<file path="config.mk">
export PLATFORM = sky130hd
export DESIGN_NAME = controle_passos_rpn
export DESIGN_NICKNAME = d
export VERILOG_FILES = /design/src/rtl/rpn_pkg.sv /design/src/rtl/debouncer_botao.sv /design/src/rtl/controle_passos_rpn.sv
export SDC_FILE = /design/constraint.sdc
export NUM_CORES = 1
export LEC_CHECK = 0
export BUFFER_PORTS_ARGS = -buffer_cell sky130_fd_sc_hd__buf_4
export CAP_MARGIN = 20
export CELL_PAD_IN_SITES_DETAIL_PLACEMENT = 0
export CELL_PAD_IN_SITES_GLOBAL_PLACEMENT = 1
export CORE_MARGIN = 8
export CORE_UTILIZATION = 41
export DETAILED_ROUTE_END_ITERATION = 16
export GPL_TIMING_DRIVEN = 0
export MAX_ROUTING_LAYER = met4
export PLACE_DENSITY = 0.8
export SLEW_MARGIN = 10
export SYNTH_ARGS = -nofsm -noshare
export SYNTH_HDL_FRONTEND = slang
export SYNTH_SLANG_ARGS = --single-unit
</file>
<file path="constraint.sdc">
create_clock -name clock -period 2.3 [get_ports clock]
set_input_delay 0 -clock clock [delete_from_list [all_inputs] [get_ports clock]]
set_output_delay 0 -clock clock [all_outputs]
set_load 0.01 [all_outputs]
</file>
<file path="src/rtl/rpn_pkg.sv">
// rpn_pkg: step codes and operand width shared by the RPN entry-flow blocks.
package rpn_pkg;
  localparam int DATA_W = 8;
  typedef enum logic [1:0] {
    PASSO_A   = 2'b00,
    PASSO_B   = 2'b01,
    PASSO_OP  = 2'b10,
    RESULTADO = 2'b11
  } passo_t;
endpackage

</file>
<file path="src/rtl/debouncer_botao.sv">
// debouncer_botao: 2-flop synchronizer, stability counter and press-event pulse for one active-low key.
module debouncer_botao #(
  parameter int DEBOUNCE_CYCLES = 500000,
  parameter int CNT_W           = 19
) (
  input  logic clock,
  input  logic reset_n,
  input  logic botao_n,
  output logic evento
);
  localparam logic [CNT_W-1:0] CNT_MAX = CNT_W'(DEBOUNCE_CYCLES - 1);
  logic sync1_q, sync2_q;
  logic nivel_q, nivel_d;
  logic evento_q, evento_d;
  logic [CNT_W-1:0] cnt_q, cnt_d;
  logic difere, fim;
  // Any sample equal to the accepted level restarts qualification, so bounces never accumulate.
  always_comb begin
    difere   = sync2_q != nivel_q;
    fim      = cnt_q == CNT_MAX;
    cnt_d    = (difere && !fim) ? cnt_q + CNT_W'(1) : '0;
    nivel_d  = (difere && fim) ? sync2_q : nivel_q;
    evento_d = difere && fim && !sync2_q;
  end
  always_ff @(posedge clock) begin
    if (!reset_n) begin
      sync1_q  <= 1'b1;
      sync2_q  <= 1'b1;
      nivel_q  <= 1'b1;
      cnt_q    <= '0;
      evento_q <= 1'b0;
    end else begin
      sync1_q  <= botao_n;
      sync2_q  <= sync1_q;
      nivel_q  <= nivel_d;
      cnt_q    <= cnt_d;
      evento_q <= evento_d;
    end
  end
  assign evento = evento_q;
endmodule

</file>
<file path="src/rtl/controle_passos_rpn.sv">
// controle_passos_rpn: RPN entry step sequencer that latches mux operands on debounced confirm presses.
module controle_passos_rpn
  import rpn_pkg::*;
#(
  parameter int DATA_W          = rpn_pkg::DATA_W,
  parameter int DEBOUNCE_CYCLES = 500000,
  parameter int CNT_W           = 19
) (
  input  logic              clock,
  input  logic              reset_n,
  input  logic              botao_confirma_n,
  input  logic              botao_limpa_n,
  input  logic [DATA_W-1:0] entrada_a,
  input  logic [DATA_W-1:0] entrada_b,
  input  logic [2:0]        entrada_sel,
  input  logic              entrada_carry_in,
  output logic [1:0]        contador,
  output logic [DATA_W-1:0] reg_a,
  output logic [DATA_W-1:0] reg_b,
  output logic [2:0]        reg_sel,
  output logic              reg_carry_in,
  output logic              resultado_valido,
  output logic              pulso_carga
);
  logic ev_confirma, ev_limpa;
  passo_t passo_q, passo_d;
  logic [DATA_W-1:0] a_q, a_d, b_q, b_d;
  logic [2:0] sel_q, sel_d;
  logic ci_q, ci_d, rv_q, rv_d, pulso_q, pulso_d;
  debouncer_botao #(.DEBOUNCE_CYCLES(DEBOUNCE_CYCLES), .CNT_W(CNT_W)) u_confirma (
    .clock  (clock),
    .reset_n(reset_n),
    .botao_n(botao_confirma_n),
    .evento (ev_confirma)
  );
  debouncer_botao #(.DEBOUNCE_CYCLES(DEBOUNCE_CYCLES), .CNT_W(CNT_W)) u_limpa (
    .clock  (clock),
    .reset_n(reset_n),
    .botao_n(botao_limpa_n),
    .evento (ev_limpa)
  );
  // Clear has priority over a simultaneous confirm; captured values are the mux outputs for the current step.
  always_comb begin
    passo_d = passo_q;
    a_d     = a_q;
    b_d     = b_q;
    sel_d   = sel_q;
    ci_d    = ci_q;
    pulso_d = 1'b0;
    if (ev_limpa) begin
      passo_d = PASSO_A;
      a_d     = '0;
      b_d     = '0;
      sel_d   = '0;
      ci_d    = 1'b0;
    end else if (ev_confirma) begin
      case (passo_q)
        PASSO_A: begin
          a_d     = entrada_a;
          passo_d = PASSO_B;
          pulso_d = 1'b1;
        end
        PASSO_B: begin
          b_d     = entrada_b;
          passo_d = PASSO_OP;
          pulso_d = 1'b1;
        end
        PASSO_OP: begin
          sel_d   = entrada_sel;
          ci_d    = entrada_carry_in;
          passo_d = RESULTADO;
          pulso_d = 1'b1;
        end
        RESULTADO: passo_d = PASSO_A;
      endcase
    end
    rv_d = passo_d == RESULTADO;
  end
  always_ff @(posedge clock) begin
    if (!reset_n) begin
      passo_q <= PASSO_A;
      a_q     <= '0;
      b_q     <= '0;
      sel_q   <= '0;
      ci_q    <= 1'b0;
      rv_q    <= 1'b0;
      pulso_q <= 1'b0;
    end else begin
      passo_q <= passo_d;
      a_q     <= a_d;
      b_q     <= b_d;
      sel_q   <= sel_d;
      ci_q    <= ci_d;
      rv_q    <= rv_d;
      pulso_q <= pulso_d;
    end
  end
  assign contador         = passo_q;
  assign reg_a            = a_q;
  assign reg_b            = b_q;
  assign reg_sel          = sel_q;
  assign reg_carry_in     = ci_q;
  assign resultado_valido = rv_q;
  assign pulso_carga      = pulso_q;
endmodule

</file>
### Word level (Yosys, flattened, before mapping)

Index checks and enable logic that the tools add are counted.

| storage, ports and cells | value |
|---|---|
| register bits | 70 |
| latch bits | 0 |
| memory bits (writable) | 0 |
| bits in read-only memories | 0 |
| bits of input ports | 24 |
| output and inout port bits | 24 |
| word-level logic and storage cells | 52 |
| memories kept | 0 |

| operators by class | value |
|---|---|
| $add $sub $neg | 2 |
| multipliers | 0 |
| div/mod/pow operators | 0 |
| $lt $le $gt $ge | 0 |
| equality and inequality tests | 8 |
| shift-type cells | 0 |
| muxes and demuxes | 4 |
| bitwise gates (word level) | 2 |
| reductions and logical operators | 19 |

Operators with widths:

| cell | count |
|---|---|
| $add 19x1->19 const B | 2 |
| $eq 19x19->1 const B | 2 |
| $reduce_and 2->1 | 5 |
| $pmux 2 s4 | 1 |
| $eq 2x2->1 const B | 3 |
| $logic_and 1x1->1 | 6 |
| $reduce_or 3->1 | 2 |
| $logic_not 1->1 | 4 |
| $mux 2 | 2 |
| $eq 2x1->1 const B | 1 |
| $logic_not 2->1 | 1 |
| $ne 1x1->1 | 2 |
| $not 1->1 | 2 |
| $reduce_or 2->1 | 1 |
| $mux 1 | 1 |

### Depth between registers and ports, before layout

Gate-level depths: netlist of the first run.

| logic depth | value |
|---|---|
| depth after elaboration | 5 |
| gate-level depth with buffers | 7 |
| gate-level depth less buffers | 5 |

### By module

From an unflattened synthesis of the first run, not the netlist that was laid out.

| second synthesis, totals | value |
|---|---|
| cell total of the unflattened synthesis | 335 |
| area total of the unflattened synthesis | 2990.4 µm² |

By module, submodules not included:

| module | instances | cells an instance | area each (µm²) | sequential area each (µm²) |
|---|---|---|---|---|
| debouncer_botao | 2 | 113 | 1008.5 | 460.4 |
| controle_passos_rpn | 1 | 109 | 973.4 | 480.5 |

### Worst setup path before layout of the first run

OpenSTA, ideal clock, no wires.

| timing path | value |
|---|---|
| path type | register -> register |
| start point | reg u_confirma.cnt_q[10] |
| end point | reg u_confirma.cnt_q[14] |
| library setup time | 0.115 ns |
| arrival time | 1.878 ns |
| path slack | 0.308 ns |
| stages on the path, launching flop included | 7 |
| buffers on the path | 2 |
| period minus slack after synthesis | 1.992 ns |
| cells stage by stage | dfxtp_1 or4b_1 or4_1 clkbuf_1 o21bai_4 buf_6 nor2_1 |

| between the ends | value |
|---|---|
| word-level cells in the longest chain between the ends | 4 |
| elaborated cells between the ends (all ways) | 5 |
| those cells by class | add/sub: 1; eq/ne: 1; reduce/logical: 3 |

RTL lines:

| what | RTL line | text |
|---|---|---|
| start: declaration | debouncer_botao.sv:15 | `logic [CNT_W-1:0] cnt_q, cnt_d;` |
| start signal: assignment | debouncer_botao.sv:36 | `cnt_q <= cnt_d;` |
| parallel branches: the longest is 4 deep, another holds $add 19x1->19 | -- |  |

Parallel ways; which one is timed is not known.
A chain may end at the register's enable or synchronous reset.

### Worst setup path in the final report of the first run

| timing path | value |
|---|---|
| start point | reg u_confirma.cnt_q[8] |
| end point | reg u_confirma.cnt_q[5] |

| between the ends | value |
|---|---|
| word-level cells in the longest chain between the ends | 4 |

RTL lines:

| what | RTL line | text |
|---|---|---|
| $eq 19x19->1 | debouncer_botao.sv:20 | `fim = cnt_q == CNT_MAX;` |
| $logic_not 1->1 | debouncer_botao.sv:21 | `cnt_d = (difere && !fim) ? cnt_q + CNT_W'(1) : '0;` |
| $logic_and 1x1->1 | debouncer_botao.sv:21 |  |
| $reduce_and 2->1 (no source line) | -- |  |

No other way between the ends.

==> flow_metrics.py, run 1 <==
metrics = {
    "floorplan": {
        "core_mm2": 0.00683,
        "initial_core_util": 0.426,
        "ios": 48,
        "rows": 30,
        "fp.dieW_um": 100,
        "die_h_um": 100,
        "dieArea_mm2": 0.0100,
    },
    "drt": {
        "ant_nets": 0,
        "wl_per_cell_um": 12.8,
        "num_vias": 2507,
        "routed_via_density": 4.79,
        "drc": 0,
        "drt_iter0_drc": 114,
        "drt-pass1-iter-count": 4,
        "wirelength_mm": 6.68,
    },
    "worst_setup_path": {
        "end_kind": "flop",
        "cp_max_fo": 10,
        "startpoint_type": "flop",
        "cp_data_arrival_time_ns": 2.35,
        "critPathKind": "flop to flop",
        "required_ns": 2.53,
    },
    "placement": {
        "place_congestion": 0.780,
        "place_inst": 481,
        "dp_hpwl_mm": 4.50,
        "numPortBuffers": 47,
        "postPlaceCellArea_mm2": 0.00338,
    },
    "final_layout": {
        "mostFrequentLayoutCell": "dfxtp_1",
        "fin_cells": 523,
        "utilization": 0.565,
        "fillCellCount": 644,
        "nets": 451,
        "stdcell_area_mm2": 0.00386,
        "drive_gt1_frac": 0.162,
        "areaGrowthSynthToFinish_pct": 32.7,
        "layout_common_cells": "dfxtp_1, buf_4, nor2_1",
    },
    "worst_hold_path": {
        "hold_path.class": "input port to flop",
    },
    "power_and_ir_drop": {
        "pwr_density_cell_mw_per_mm2": 635,
        "vdd.ir_drop.worst_v": 0.000405,
        "p_seq_frac": 0.497,
        "power_frac_clock": 0.467,
        "intPower_uw": 1970,
        "switching_share": 0.195,
        "p_total_uw": 2450,
        "leakage_uw": 0.00129,
        "p_comb_frac": 0.036,
        "p_switching_uw": 479,
    },
    "cts": {
        "clkSinkCount": 70,
        "numCtsBuffers": 9,
        "cts_root_buffer": "clkbuf_8",
        "cts_tree": "built",
        "insertion_delay_ns": 0.34,
        "htree_levels": 3,
        "ctsResizeCount": 0,
        "cts_max_path_buffers": 2,
        "path_clk_slew_ns": 0.07,
    },
    "global_route": {
        "grt_max_degree": 12,
        "grtUsageTotal": 0.146,
        "grt_pass1_wl_mm": 11.6,
        "overflow": 0,
        "grt_pass1_vias": 2445,
        "antenna_found_initial": 0,
    },
    "sta": {
        "worstMarginPinSlew_ns": 0.565,
        "clock.fmax_ghz": 0.473,
        "min_period_ns": 2.11,
        "rsz0062_at_grt": "false",
        "hold_violations": 0,
        "finalMaxSlewViolations": 0,
        "setup_violations": 0,
        "period_share": 0.920,
        "slew_headroom": 0.620,
        "fin_worst_skew_ns": 0.00417,
    },
    "yosys": {
        "ys_seq_elements": 70,
        "synthesis.nets": 368,
        "ys_types": 29,
        "avgSynthCellArea_um2": 8.60,
        "async_flop_share": 0,
        "netlist_instances": 338,
        "netlist_area_mm2": 0.00291,
        "ys_warn_count": 0,
        "synth_edf_count": 0,
        "synth_ff_type": "dfxtp_1",
        "ys_seq_area_frac": 0.482,
    },
    "run_status": {
        "status": "finished clean",
    },
    "job": {
        "maxCapViolations": 0,
    },
}
-- layer usage --
| layer | track usage | part of all wire | vias to the layer above |
|---|---|---|---|
| met5 | - | 0 | - |
| met4 | 0.0814 | 0.019 | 0 |
| met2 | 0.215 | 0.43 | 40 |
| met1 | 0.182 | 0.51 | 1127 |
| li1 | - | - | 1328 |
| met3 | 0.0318 | 0.041 | 12 |
-- critical path, cell delays in order (launching register included) --
cell and delay, ns:
dfxtp_1 0.44, or4b_1 0.45, or4_1 0.50, clkbuf_1 0.19, o21bai_4 0.22, buf_6 0.16
nor2_1 0.05
-- cells in the mapped netlist (all sizes together), types with 3 or more instances --
| master | instances | area share |
|---|---|---|
| a21oi | 25 | 0.043 |
| clkbuf | 15 | 0.019 |
| dfxtp | 70 | 0.48 |
| ha | 6 | 0.026 |
| inv | 9 | 0.012 |
| nand2 | 39 | 0.050 |
| nand2b | 5 | 0.011 |
| nand3 | 33 | 0.057 |
| nand4 | 11 | 0.026 |
| nor2 | 40 | 0.052 |
| nor3 | 11 | 0.019 |
| nor4 | 10 | 0.022 |
| o211ai | 3 | 0.0077 |
| o21ai | 5 | 0.0086 |
| or3 | 5 | 0.011 |
| or4 | 3 | 0.0077 |
| xnor2 | 24 | 0.072 |
| xor2 | 8 | 0.024 |
-- final timing paths --
check	from	to	slack [ns]	cells past startpoint
setup / recovery	u_confirma.cnt_q[8]$_SDFF_PN0_	u_confirma.cnt_q[5]$_SDFF_PN0_	0.19	6
hold / removal	reset_n	reg_sel[0]$_SDFFE_PP0P_	0.11	4
setup reg to reg	u_confirma.cnt_q[8]$_SDFF_PN0_	u_confirma.cnt_q[5]$_SDFF_PN0_	0.19	6
hold reg to reg	u_confirma.sync1_q$_SDFF_PN1_	u_confirma.sync2_q$_SDFF_PN1_	0.41	1
-- layout make-up --
type                    instances  area, um^2  area share
diodes                          1        2.50    0.000648
plain buffers                  16        67.6      0.0175
clock buffers                  13         169      0.0438
clock inverters                 3        65.1      0.0169
inverters                       9        33.8     0.00875
multi-input cells             243        1410       0.364
flip-flops and latches         70        1400       0.363
well taps                      96         120      0.0311
repair buffers                 72         596       0.154
-- power groups by stage --
| stage | logic [uW] | clock network (uW) | registers (uW) |
|---|---|---|---|
| 6_report | 88.6 | 1140 | 1220 |
| 5_1_grt | 96.3 | 1220 | 1220 |
| 4_1_cts | 87.3 | 1170 | 1220 |
| 3_5_place_dp | 55.5 | 0 | 1250 |
| 3_3_place_gp | 55.1 | 0 | 1250 |
| 2_1_floorplan | 19.2 | 0 | 1250 |
-- per-stage QoR --
step	hold slack, ns	worst slack, ns	TNS [ns]
after floorplan	0.101	0.308	0
after global placement	0.195	-0.108	-1.01
after detailed placement	0.202	-0.0962	-0.842
after CTS	0.105	0.0840	0
after global routing	0.132	0.0462	0
final	0.105	0.185	0
-- flip-flops by register name, summed over array words and instances, names as in the netlist, 2 cells and up --
register,flops
reg_sel,3
reg_a,8
u_limpa.cnt_q,19
u_confirma.cnt_q,19
reg_b,8
contador,2
-- timing repair --
action / 4_1_cts / 5_1_grt
setup buffers: 1 / 2
pin swaps: 1 / 1
hold endpoints to repair: 22 / 0
gates cloned: 0 / 0
hold buffers: 22 / 0
setup endpoints to repair: 10 / 10
-- cell families after synthesis --
logic type,synth area share
muxes,0.00688
xor gates and xnor gates,0.0964
AOI/OAI and AO/OA,0.0684
and+or+nand+nor,0.286
buffers and inverters,0.0349
adders and majority gates,0.0258
DFF,0.482
Note: power is estimated with default switching activity, not from simulation.
==> inputs of run 2 (changes only) <==
--- a/config.mk
+++ b/config.mk
@@ -7,10 +7,10 @@
 export LEC_CHECK = 0
 export BUFFER_PORTS_ARGS = -buffer_cell sky130_fd_sc_hd__buf_4
 export CAP_MARGIN = 20
-export CELL_PAD_IN_SITES_DETAIL_PLACEMENT = 0
-export CELL_PAD_IN_SITES_GLOBAL_PLACEMENT = 1
+export CELL_PAD_IN_SITES_DETAIL_PLACEMENT = 1
+export CELL_PAD_IN_SITES_GLOBAL_PLACEMENT = 2
 export CORE_MARGIN = 8
-export CORE_UTILIZATION = 41
+export CORE_UTILIZATION = 33
 export DETAILED_ROUTE_END_ITERATION = 16
 export GPL_TIMING_DRIVEN = 0
 export MAX_ROUTING_LAYER = met4
==> run 2 against run 1 <==
  * Non-clock buffer count unchanged
  * Largest cell class unchanged
  * Worst setup slack worse by 0.093 ns
  * Register-to-register slack worse by 0.09 ns
  * Critical path type unchanged
  * Global-route usage down 1.3 points
  * Critical path depth unchanged
  * Power up 2.9%
  * Cell count up 1.9%
  * Clock skew up 0.0090 ns
  * Sequential cell count unchanged
  * First-iteration DRC count down 32%
  * Combinational power up 1%
==> flow_metrics.py, run 2 (synthesized netlist as in run 1, its figures left out) <==
metrics = {
    "run_status": {
        "status": "finished clean",
    },
    "power_and_ir_drop": {
        "vdd.ir_drop.worst_v": 0.000277,
        "pwr_density_cell_mw_per_mm2": 649,
        "leakage_uw": 0.00130,
    },
    "global_route": {
        "grt_pass1_vias": 2585,
        "grt_max_degree": 13,
        "antenna_found_initial": 0,
        "grtUsageTotal": 0.133,
        "grt_pass1_wl_mm": 12.4,
        "overflow": 0,
    },
    "placement": {
        "place_inst": 493,
        "numPortBuffers": 47,
        "dp_hpwl_mm": 5.33,
        "place_congestion": 0.723,
        "dp_slack_ns": -0.302,
    },
    "floorplan": {
        "die_h_um": 110,
        "fp.dieW_um": 110,
        "ios": 48,
        "core_mm2": 0.00864,
        "rows": 34,
        "initial_core_util": 0.337,
        "dieArea_mm2": 0.0121,
    },
    "worst_setup_path": {
        "startpoint_type": "flop",
        "critPathKind": "flop to flop",
        "path_buf_inv": 2,
        "cp_data_arrival_time_ns": 2.44,
        "r2r_slack_ns": 0.09,
        "cp_slowest_cell": "or4_1",
        "crit_path_max_incr_delay_ns": 0.52,
        "cp_max_fo": 10,
        "cp_top_family": "simple AND/OR/NAND/NOR gates",
        "required_ns": 2.53,
        "end_kind": "flop",
        "crit_chain": "or4b_1, or4_1, clkbuf_1, o21bai_4, buf_6, nor2_1",
    },
    "cts": {
        "path_clk_slew_ns": 0.08,
        "insertion_delay_ns": 0.34,
        "cts_max_path_buffers": 2,
        "htree_levels": 3,
        "clkSinkCount": 70,
        "cts_tree": "built",
        "numCtsBuffers": 9,
        "cts_root_buffer": "clkbuf_8",
    },
    "worst_hold_path": {
        "hold_path.class": "input port to flop",
    },
    "sta": {
        "slew_headroom": 0.570,
        "worstMarginPinSlew_ns": 0.640,
        "setup_violations": 0,
        "clock.fmax_ghz": 0.453,
        "hold_violations": 0,
        "fin_worst_skew_ns": 0.0132,
        "rsz0062_at_grt": "true",
        "min_period_ns": 2.21,
        "finalMaxSlewViolations": 0,
        "fin_ws_ns": 0.0917,
        "period_share": 0.960,
    },
    "drt": {
        "wirelength_mm": 7.50,
        "num_vias": 2582,
        "met2WireLength_mm": 3.17,
        "drt_iter0_drc": 78,
        "ant_nets": 0,
        "drt-pass1-iter-count": 4,
        "wl_per_cell_um": 14.1,
        "route.layer.met1.wl_mm": 3.69,
        "drc": 0,
        "routed-wl-met3_um": 475,
        "top_layer_used": "met4",
        "routed_via_density": 4.84,
    },
    "final_layout": {
        "reg_top3": "u_confirma.cnt_q x19, u_limpa.cnt_q x19",
        "mostFrequentLayoutCell": "dfxtp_1",
        "n_antenna_cell": 0,
        "fin_cells": 533,
        "nets": 451,
        "areaGrowthSynthToFinish_pct": 33.7,
        "layout_common_cells": "dfxtp_1, buf_4, nor2_1",
        "drive_gt1_frac": 0.167,
    },
    "job": {
        "maxCapViolations": 0,
    },
}
## run 2: cell count changes in the layout (fill, tap and decap cells not counted), sizes merged
cell and delta:
diode -1, clkinv -1, clkbuf -4, buf +1, bufinv +1, clkinvlp +1, inv +1
## run 2: final cells by class
cell class                 count  area, um^2
buffer                        15        63.8
clock buffer                  10         138
clock inverter                 5         106
fill                        1020        4750
inverter                       9        33.8
multi-input combinational    243        1410
sequential                    70        1400
tap                          108         135
timing repair buffer          73         603
## run 2: path summary, 6_finish.rpt
path,endpoint,cells past startpoint,startpoint
setup reg to reg,u_confirma.cnt_q[4]$_SDFF_PN0_,6,u_confirma.cnt_q[10]$_SDFF_PN0_
setup / recovery,u_confirma.cnt_q[4]$_SDFF_PN0_,6,u_confirma.cnt_q[10]$_SDFF_PN0_
hold reg to reg,u_limpa.sync2_q$_SDFF_PN1_,1,u_limpa.sync1_q$_SDFF_PN1_
hold / removal,reg_sel[1]$_SDFFE_PP0P_,4,reset_n
## run 2: through the flow
step / cell area [um^2] / utilization / setup TNS [ns] / hold WS, ns / total power [uW]
final: 3890 / 0.450 / 0 / 0.124 / 2520
after global routing: 3890 / 0.450 / -0.129 / 0.169 / 2630
after CTS: 3870 / 0.449 / 0 / 0.119 / 2570
after detailed placement: 3400 / 0.393 / -2.73 / 0.189 / 1300
after global placement: 3400 / 0.393 / -2.40 / 0.184 / 1300
after floorplan: 2910 / - / 0 / 0.101 / 1260
## run 2: layer usage
metal,vias to the layer above,track usage
met5,-,-
met4,0,0.0694
met3,13,0.0287
met2,51,0.198
met1,1186,0.166
li1,1332,-
## run 2: worst reg2reg max path, cell delays in order, from the launching register on
cell and delay, ns:
dfxtp_1 0.35, or4b_1 0.52, or4_1 0.52, clkbuf_1 0.19
o21bai_4 0.28, buf_6 0.19, nor2_1 0.06
## run 2: power by group
| part | switching, uW | internal (uW) | total (uW) |
|---|---|---|---|
| clock network | 466 | 748 | 1210 |
| logic | 31.8 | 58.1 | 89.8 |
| registers | 2.92 | 1220 | 1220 |
## run 2: what timing repair did
| action | 4_1_cts | 5_1_grt |
|---|---|---|
| resized for setup | 0 | 1 |
| setup endpoints to repair | 10 | 14 |
| pin swaps | 1 | 1 |
| hold buffers | 22 | 0 |
| buffers inserted | 2 | 2 |
| endpoints found under the hold margin | 22 | 0 |
